### config.mk
export PLATFORM = sky130hd
export DESIGN_NAME = sat_mult_pipe
export DESIGN_NICKNAME = d
export VERILOG_FILES = /design/src/rtl/sat_mult_pipe.sv
export SDC_FILE = /design/constraint.sdc
export NUM_CORES = 2
export LEC_CHECK = 0
export ABC_AREA = 1
export BUFFER_PORTS_ARGS = -buffer_cell sky130_fd_sc_hd__clkbuf_2
export CORE_MARGIN = 2
export CORE_UTILIZATION = 30
export DETAILED_ROUTE_END_ITERATION = 10
export PLACE_DENSITY = 0.56
export SYNTH_ARGS = -nofsm -noshare
export SYNTH_HDL_FRONTEND = slang
export SYNTH_SLANG_ARGS = --single-unit
### constraint.sdc
create_clock -name clk -period 14.3 [get_ports clk]
set_input_delay 2.145 -clock clk [delete_from_list [all_inputs] [get_ports clk]]
set_output_delay 2.145 -clock clk [all_outputs]
set_load 0.005 [all_outputs]
### src/rtl/sat_mult_pipe.sv
// sat_mult_pipe: 3-stage signed fixed-point multiplier saturating to a narrow Q-format.
// Define ROUND_NEAREST_EN for round-half-up ahead of the shift (default: floor).
module sat_mult_pipe #(
  parameter int IN_W     = 32,
  parameter int IN_FRAC  = 8,
  parameter int OUT_W    = 16,
  parameter int OUT_FRAC = 8,
  parameter int CNT_W    = 16
) (
  input  logic             clk,
  input  logic             rst_n,
  input  logic             in_valid,
  output logic             in_ready,
  input  logic [IN_W-1:0]  a_in,
  input  logic [IN_W-1:0]  b_in,
  output logic             out_valid,
  input  logic             out_ready,
  output logic [OUT_W-1:0] p_out,
  output logic             out_ovf,
  output logic             out_unf,
  output logic             sticky_ovf,
  output logic             sticky_unf,
  output logic [CNT_W-1:0] sat_cnt,
  input  logic             clr_status
);

  localparam int SHIFT = 2*IN_FRAC - OUT_FRAC;
  localparam int PW    = 2*IN_W;
  localparam int EW    = PW + 1;

  localparam logic signed [EW-1:0] MAX_E =
    {{(EW-OUT_W+1){1'b0}}, {(OUT_W-1){1'b1}}};
  localparam logic signed [EW-1:0] MIN_E =
    {{(EW-OUT_W+1){1'b1}}, {(OUT_W-1){1'b0}}};
  localparam logic [CNT_W-1:0] CNT_MAX = '1;
  localparam logic [CNT_W-1:0] CNT_ONE = {{(CNT_W-1){1'b0}}, 1'b1};

  generate
    if (SHIFT < 1) begin : g_bad_shift
      $error("sat_mult_pipe: 2*IN_FRAC-OUT_FRAC must be >= 1");
    end
  endgenerate

  logic                   stall;
  logic                   xfer;
  logic                   ev_o;
  logic                   ev_u;
  logic                   s1_v;
  logic                   s2_v;
  logic signed [IN_W-1:0] s1_a;
  logic signed [IN_W-1:0] s1_b;
  logic signed [PW-1:0]   s2_p;
  logic signed [EW-1:0]   ext;
  logic signed [EW-1:0]   shv;
  logic [OUT_W-1:0]       sat_p;
  logic                   sat_o;
  logic                   sat_u;

  assign stall    = out_valid && !out_ready;
  assign in_ready = !stall;
  assign xfer     = out_valid && out_ready;
  assign ev_o     = xfer && out_ovf;
  assign ev_u     = xfer && out_unf;

  always_ff @(posedge clk or negedge rst_n) begin
    if (!rst_n) begin
      s1_v <= 1'b0;
      s1_a <= '0;
      s1_b <= '0;
      s2_v <= 1'b0;
      s2_p <= '0;
    end else if (!stall) begin
      s1_v <= in_valid;
      s1_a <= a_in;
      s1_b <= b_in;
      s2_v <= s1_v;
      s2_p <= s1_a * s1_b;
    end
  end

  // One extra bit keeps the rounding add from wrapping.
  always_comb begin
`ifdef ROUND_NEAREST_EN
    ext = {s2_p[PW-1], s2_p} + (MAX_E - MAX_E + ({{(EW-1){1'b0}}, 1'b1} << (SHIFT-1)));
`else
    ext = {s2_p[PW-1], s2_p};
`endif
    shv   = ext >>> SHIFT;
    sat_o = shv > MAX_E;
    sat_u = shv < MIN_E;
    sat_p = shv[OUT_W-1:0];
    if (sat_o) sat_p = MAX_E[OUT_W-1:0];
    if (sat_u) sat_p = MIN_E[OUT_W-1:0];
  end

  always_ff @(posedge clk or negedge rst_n) begin
    if (!rst_n) begin
      out_valid <= 1'b0;
      p_out     <= '0;
      out_ovf   <= 1'b0;
      out_unf   <= 1'b0;
    end else if (!stall) begin
      out_valid <= s2_v;
      p_out     <= sat_p;
      out_ovf   <= sat_o;
      out_unf   <= sat_u;
    end
  end

  always_ff @(posedge clk or negedge rst_n) begin
    if (!rst_n) begin
      sticky_ovf <= 1'b0;
      sticky_unf <= 1'b0;
      sat_cnt    <= '0;
    end else begin
      sticky_ovf <= ev_o || (sticky_ovf && !clr_status);
      sticky_unf <= ev_u || (sticky_unf && !clr_status);
      if (ev_o || ev_u) begin
        if (clr_status)
          sat_cnt <= CNT_ONE;
        else if (sat_cnt != CNT_MAX)
          sat_cnt <= sat_cnt + CNT_ONE;
      end else if (clr_status) begin
        sat_cnt <= '0;
      end
    end
  end

endmodule

== Yosys cells after proc, flatten, opt, wreduce, memory -nomap -nowiden ==
Index checks and enable logic that the tools add are counted.
Operators by class
  muxes and demuxes: 6
  add/sub/neg operators: 1
  equality and inequality tests: 1
  $lt $le $gt $ge: 2
  reductions and logical operators: 15
  multipliers: 1
Operators by type and width (number)
  2-to-1 mux 16 bit: 6
  multiplier 32 x 32 -> 64 bit: 1
  > comparator 56 x 16 -> 1 bit, second input constant: 1
  < comparator 56 x 16 -> 1 bit, second input constant: 1
  adder 16 x 1 -> 16 bit, second input constant: 1
  != test 16 bit, second input constant: 1
  logical AND 1 bit: 6
  nonzero test 2 bit: 2
  zero test 1 bit: 3
  logical OR 1 bit: 3
  AND reduction 2 bit: 1
Storage, ports and cells
  input bits: 69
  bits in registers: 167

== Longest topological paths before layout ==
  depth after elaboration: 5
  depth in mapped cells: 36

== Worst setup path after synthesis ==
No wires, ideal clock.
  path kind: register -> register
  start point: reg s1_a[31]
  end point: reg s2_p[48]
  setup slack: 6.993 ns
  data arrival time: 7.189 ns
  path buffers: 2
  setup time: 0.117 ns
  cell stages (with the launch flop): 31
  cells stage by stage: dfrtp_1 > clkbuf_1 > clkbuf_1 > nand2_1 > inv_1 > fa_1 > inv_1 > fa_1 > fa_1 > inv_1 > fa_1 > inv_1 > fa_1 > inv_1 > fa_1 > fa_1 > inv_1 > fa_1 > inv_1 > ha_1 > nand2_1 > nor2_1 > inv_1 > nor2_1 > inv_1 > nor3_1 > nand3_1 > nand2_1 > nand2_1 > nand3_1 > nand2_1
Between the ends
  cells in the longest elaborated chain, start to end: 1
Ends and longest elaborated chain
  from (decl): line 50  | logic signed [IN_W-1:0] s1_a;
  from (signal assigned): line 74  | s1_a <= a_in;
  multiplier 32 x 32 -> 64 bit: line 77  | s2_p <= s1_a * s1_b;
  to (signal assigned): line 77
  to (decl): line 52  | logic signed [PW-1:0] s2_p;
No other way between the ends.
A chain may end at the register's enable or synchronous reset.

== Worst setup path after layout ==
Same ends and word-level chain as after synthesis.

==> results by group <==
Setup path
  • CP arrival: 8.60 ns
  • Worst Path Buf+Inv: 10
  • Crit path top cell by count: inv_1
  • Top delay family on crit path: adder cells
  • Crit Reg-Reg Startpoint: s1_a[31]
  • Crit path max fanout: 33
  • Data required, critical path: 14.70 ns
  • Critical path's largest stage delay: 1.11 ns
  • Crit. Startpoint: s1_a[31]
  • Critical path's slowest cell: fa_1
  • Startpoint Class: flop
  • Critical path class: reg -> reg
  • Worst setup EP type: flop

Clock network
  • TritonCTS Buffers: 17
  • Sink Count: 159
  • Cts hold-fix bufs: 0
  • Clock Tree Buf Depth: 2
  • CTS tree: built
  • Clock Latency Late Sink: 0.52 ns
  • Postcts setup bufs: 0
  • CTS root buf: clkbuf_16
  • H-tree Lvls: 4
  • Reg clk slew, reported paths: 0.09 ns
  • Post_cts resized: 0

Synthesis
  • Cell accounting for the most synthesized area: fa_1
  • Register area share after synthesis: 8.831%
  • YS warnings: 0
  • Syn_nets: 7074
  • Syn Area/Cell: 7.845 um^2
  • Synth top area cells: fa_1, nand2_1, inv_1
  • Synth unique cells: 45
  • Share of the synthesized area in the top cell type: 48.03%
  • Cells after synthesis: 5743
  • Register bit total from synthesis: 159
  • Mapped Area: 45060 um^2

Place
  • RD Place Congestion: 0.9127
  • DP Wirelength: 106.8 mm
  • Placed Area: 47600 um^2
  • Input/output buffers: 106
  • Cells after DPL: 7658

GRT
  • Largest net degree at the start of global routing: 74
  • Total gr overflow: 0
  • Vias in the first global route: 36858
  • Total Routing Usage GR: 17.46%
  • Antenna violations before repair: 3
  • Global-route wire length before repair: 208.4 mm

STA
  • Endpoints failing setup: 0
  • Slew headroom: 27.73%
  • Sum Neg Setup Slack: 0 ns
  • RSZ-0062 raised after global routing: no
  • Crit path time final: 8.203 ns
  • Worst-Margin Slew: 1.081 ns
  • Final hold viol count: 0
  • Tcrit/Tclk final: 57.36%
  • Pins Over Slew Limit: 0
  • Clock skew: 0.02924 ns
  • Fmax: 121.9 MHz

Routing
  • Via density: 4.469
  • DRC errors left: 0
  • Number of routed nets with antenna violations: 0
  • DR WL/cell: 16.63 um
  • Pre-antenna DRT Iters: 5
  • Final WL: 127.9 mm
  • Vias: 34369
  • Drt first-iter violations: 2142

Die
  • Die H: 391.5 um
  • IO Pins: 107
  • Die width: 391.5 um
  • Initial Util: 30.15%
  • Die footprint: 153300 um^2
  • Core Area: 149400 um^2
  • Row count: 142

Run status
  • Status: finished, final reports clean

Layout
  • Layout area overhead: 6.998%
  • Filler cell count: 15960
  • Fin area: 48210 um^2
  • Final net count: 6992
  • Post-Layout Cell Count: 7690
  • Antenna Cells: 0
  • Layout cell share with drive strength beyond 1: 4.406%

Min path
  • Tightest Hold Check Type: reg -> reg
  • Hold Crit Start: s2_v

Job
  • Max Cap Viol: 0
routing by layer:
layer	wire length, um	vias to the layer above	part of all wire [%]	GRT usage, %
li1	-	15746	-	-
met5	0	-	0	0
met3	6286	133	4.9	2.002
met4	3070	0	2.4	4.500
met2	61850	907	48	29.21
met1	56670	17583	44	23.99
worst register-to-register path, delay by kind of cell, from the launching register on:
family	cells	cell delay, ns
AND/OR/NAND/NOR	10	1.40
adder cells (fa/ha/maj)	9	4.98
buffers and inverters	10	1.37
flip-flops	1	0.34
cells in the mapped netlist (all sizes together):
cell / instances
a21boi: 4
a21o: 4
a21oi: 84
a22oi: 3
a31oi: 1
and2: 2
and3: 4
buf: 13
clkbuf: 262
clkinv: 1
dfrtp: 159
fa: 1081
ha: 181
inv: 1726
nand2: 1751
nand3: 91
nand3b: 13
nand4: 34
nor2: 149
nor3: 20
nor3b: 1
nor4: 15
o211ai: 2
o21a: 1
o21ai: 86
o21bai: 12
o31ai: 2
or2: 11
xnor2: 21
xor2: 9
sequential cells by signal, summed over array words and instances, names as in the netlist:
name	count
p_out	16
s1_a	32
s2_v	1
out_unf	1
out_ovf	1
sat_cnt	16
sticky_unf	1
out_valid	1
s1_b	32
s2_p	56
s1_v	1
sticky_ovf	1
metrics by stage:
stage,setup WS [ns],utilization [%],hold WS (ns)
floorplan,6.993,-,0.4198
global placement,6.242,31.86,0.4534
detailed placement,6.188,31.86,0.4493
CTS,6.133,32.26,0.4615
global route,5.617,32.26,0.4816
finish,6.097,32.26,0.4548
layout make-up:
cell class | count | area, um^2 | area share [%]
clock buffer | 18 | 439.2 | 0.9110
sequential | 159 | 3988 | 8.271
timing repair buffer | 174 | 1047 | 2.172
tap | 2016 | 2522 | 5.232
inverter | 1727 | 6485 | 13.45
clock inverter | 14 | 170.2 | 0.3530
multi-input combinational | 3582 | 33560 | 69.61
path summary, 6_finish.rpt:
check                             end  slack [ns]  cells past startpoint
setup / recovery             s2_p[48]        6.10                     29
hold / removal              out_valid        0.45                      2
setup reg to reg             s2_p[48]        6.10                     29
hold reg to reg             out_valid        0.45                      2
max in group asynchronous    s2_p[12]       11.22                      2
min in group asynchronous  sat_cnt[7]        1.60                      1
placed cells by master, fill, tap and decap left out, types with 2 or more instances in the layout:
cell type	synthesis	routed
nor2_2	3	3
a21oi_2	2	2
o211ai_1	2	2
dfrtp_1	159	152
nand4_1	34	34
nand3b_1	13	13
a21o_1	4	4
clkbuf_2	0	105
buf_4	1	68
nor3_2	3	3
nor3_1	17	17
or2_1	2	2
nand2_2	9	9
clkinv_8	0	2
xnor2_1	21	21
or2_2	9	9
o21ai_1	9	9
o21ai_0	77	77
nor4_1	13	13
ha_1	181	181
xor2_1	9	9
nor2_1	146	145
o21bai_1	12	12
inv_6	0	4
nand2_1	1741	1741
a21oi_1	82	82
inv_1	1725	1724
o31ai_1	2	2
inv_8	0	5
dfrtp_2	0	7
and3_1	3	3
a21boi_0	4	4
fa_1	1081	1081
nand3_1	90	90
clkbuf_16	0	17
a22oi_1	3	3
logic make-up after synthesis:
family	synth area share (%)
simple gates	18.40
buf+inv	16.71
fa+ha+maj	53.06
compound gates	2.419
flops	8.831
xor+xnor	0.5832
Power is left out: the tool's default activity adds up to more than one toggle a clock period on the data nets, which glitch-free logic cannot reach.
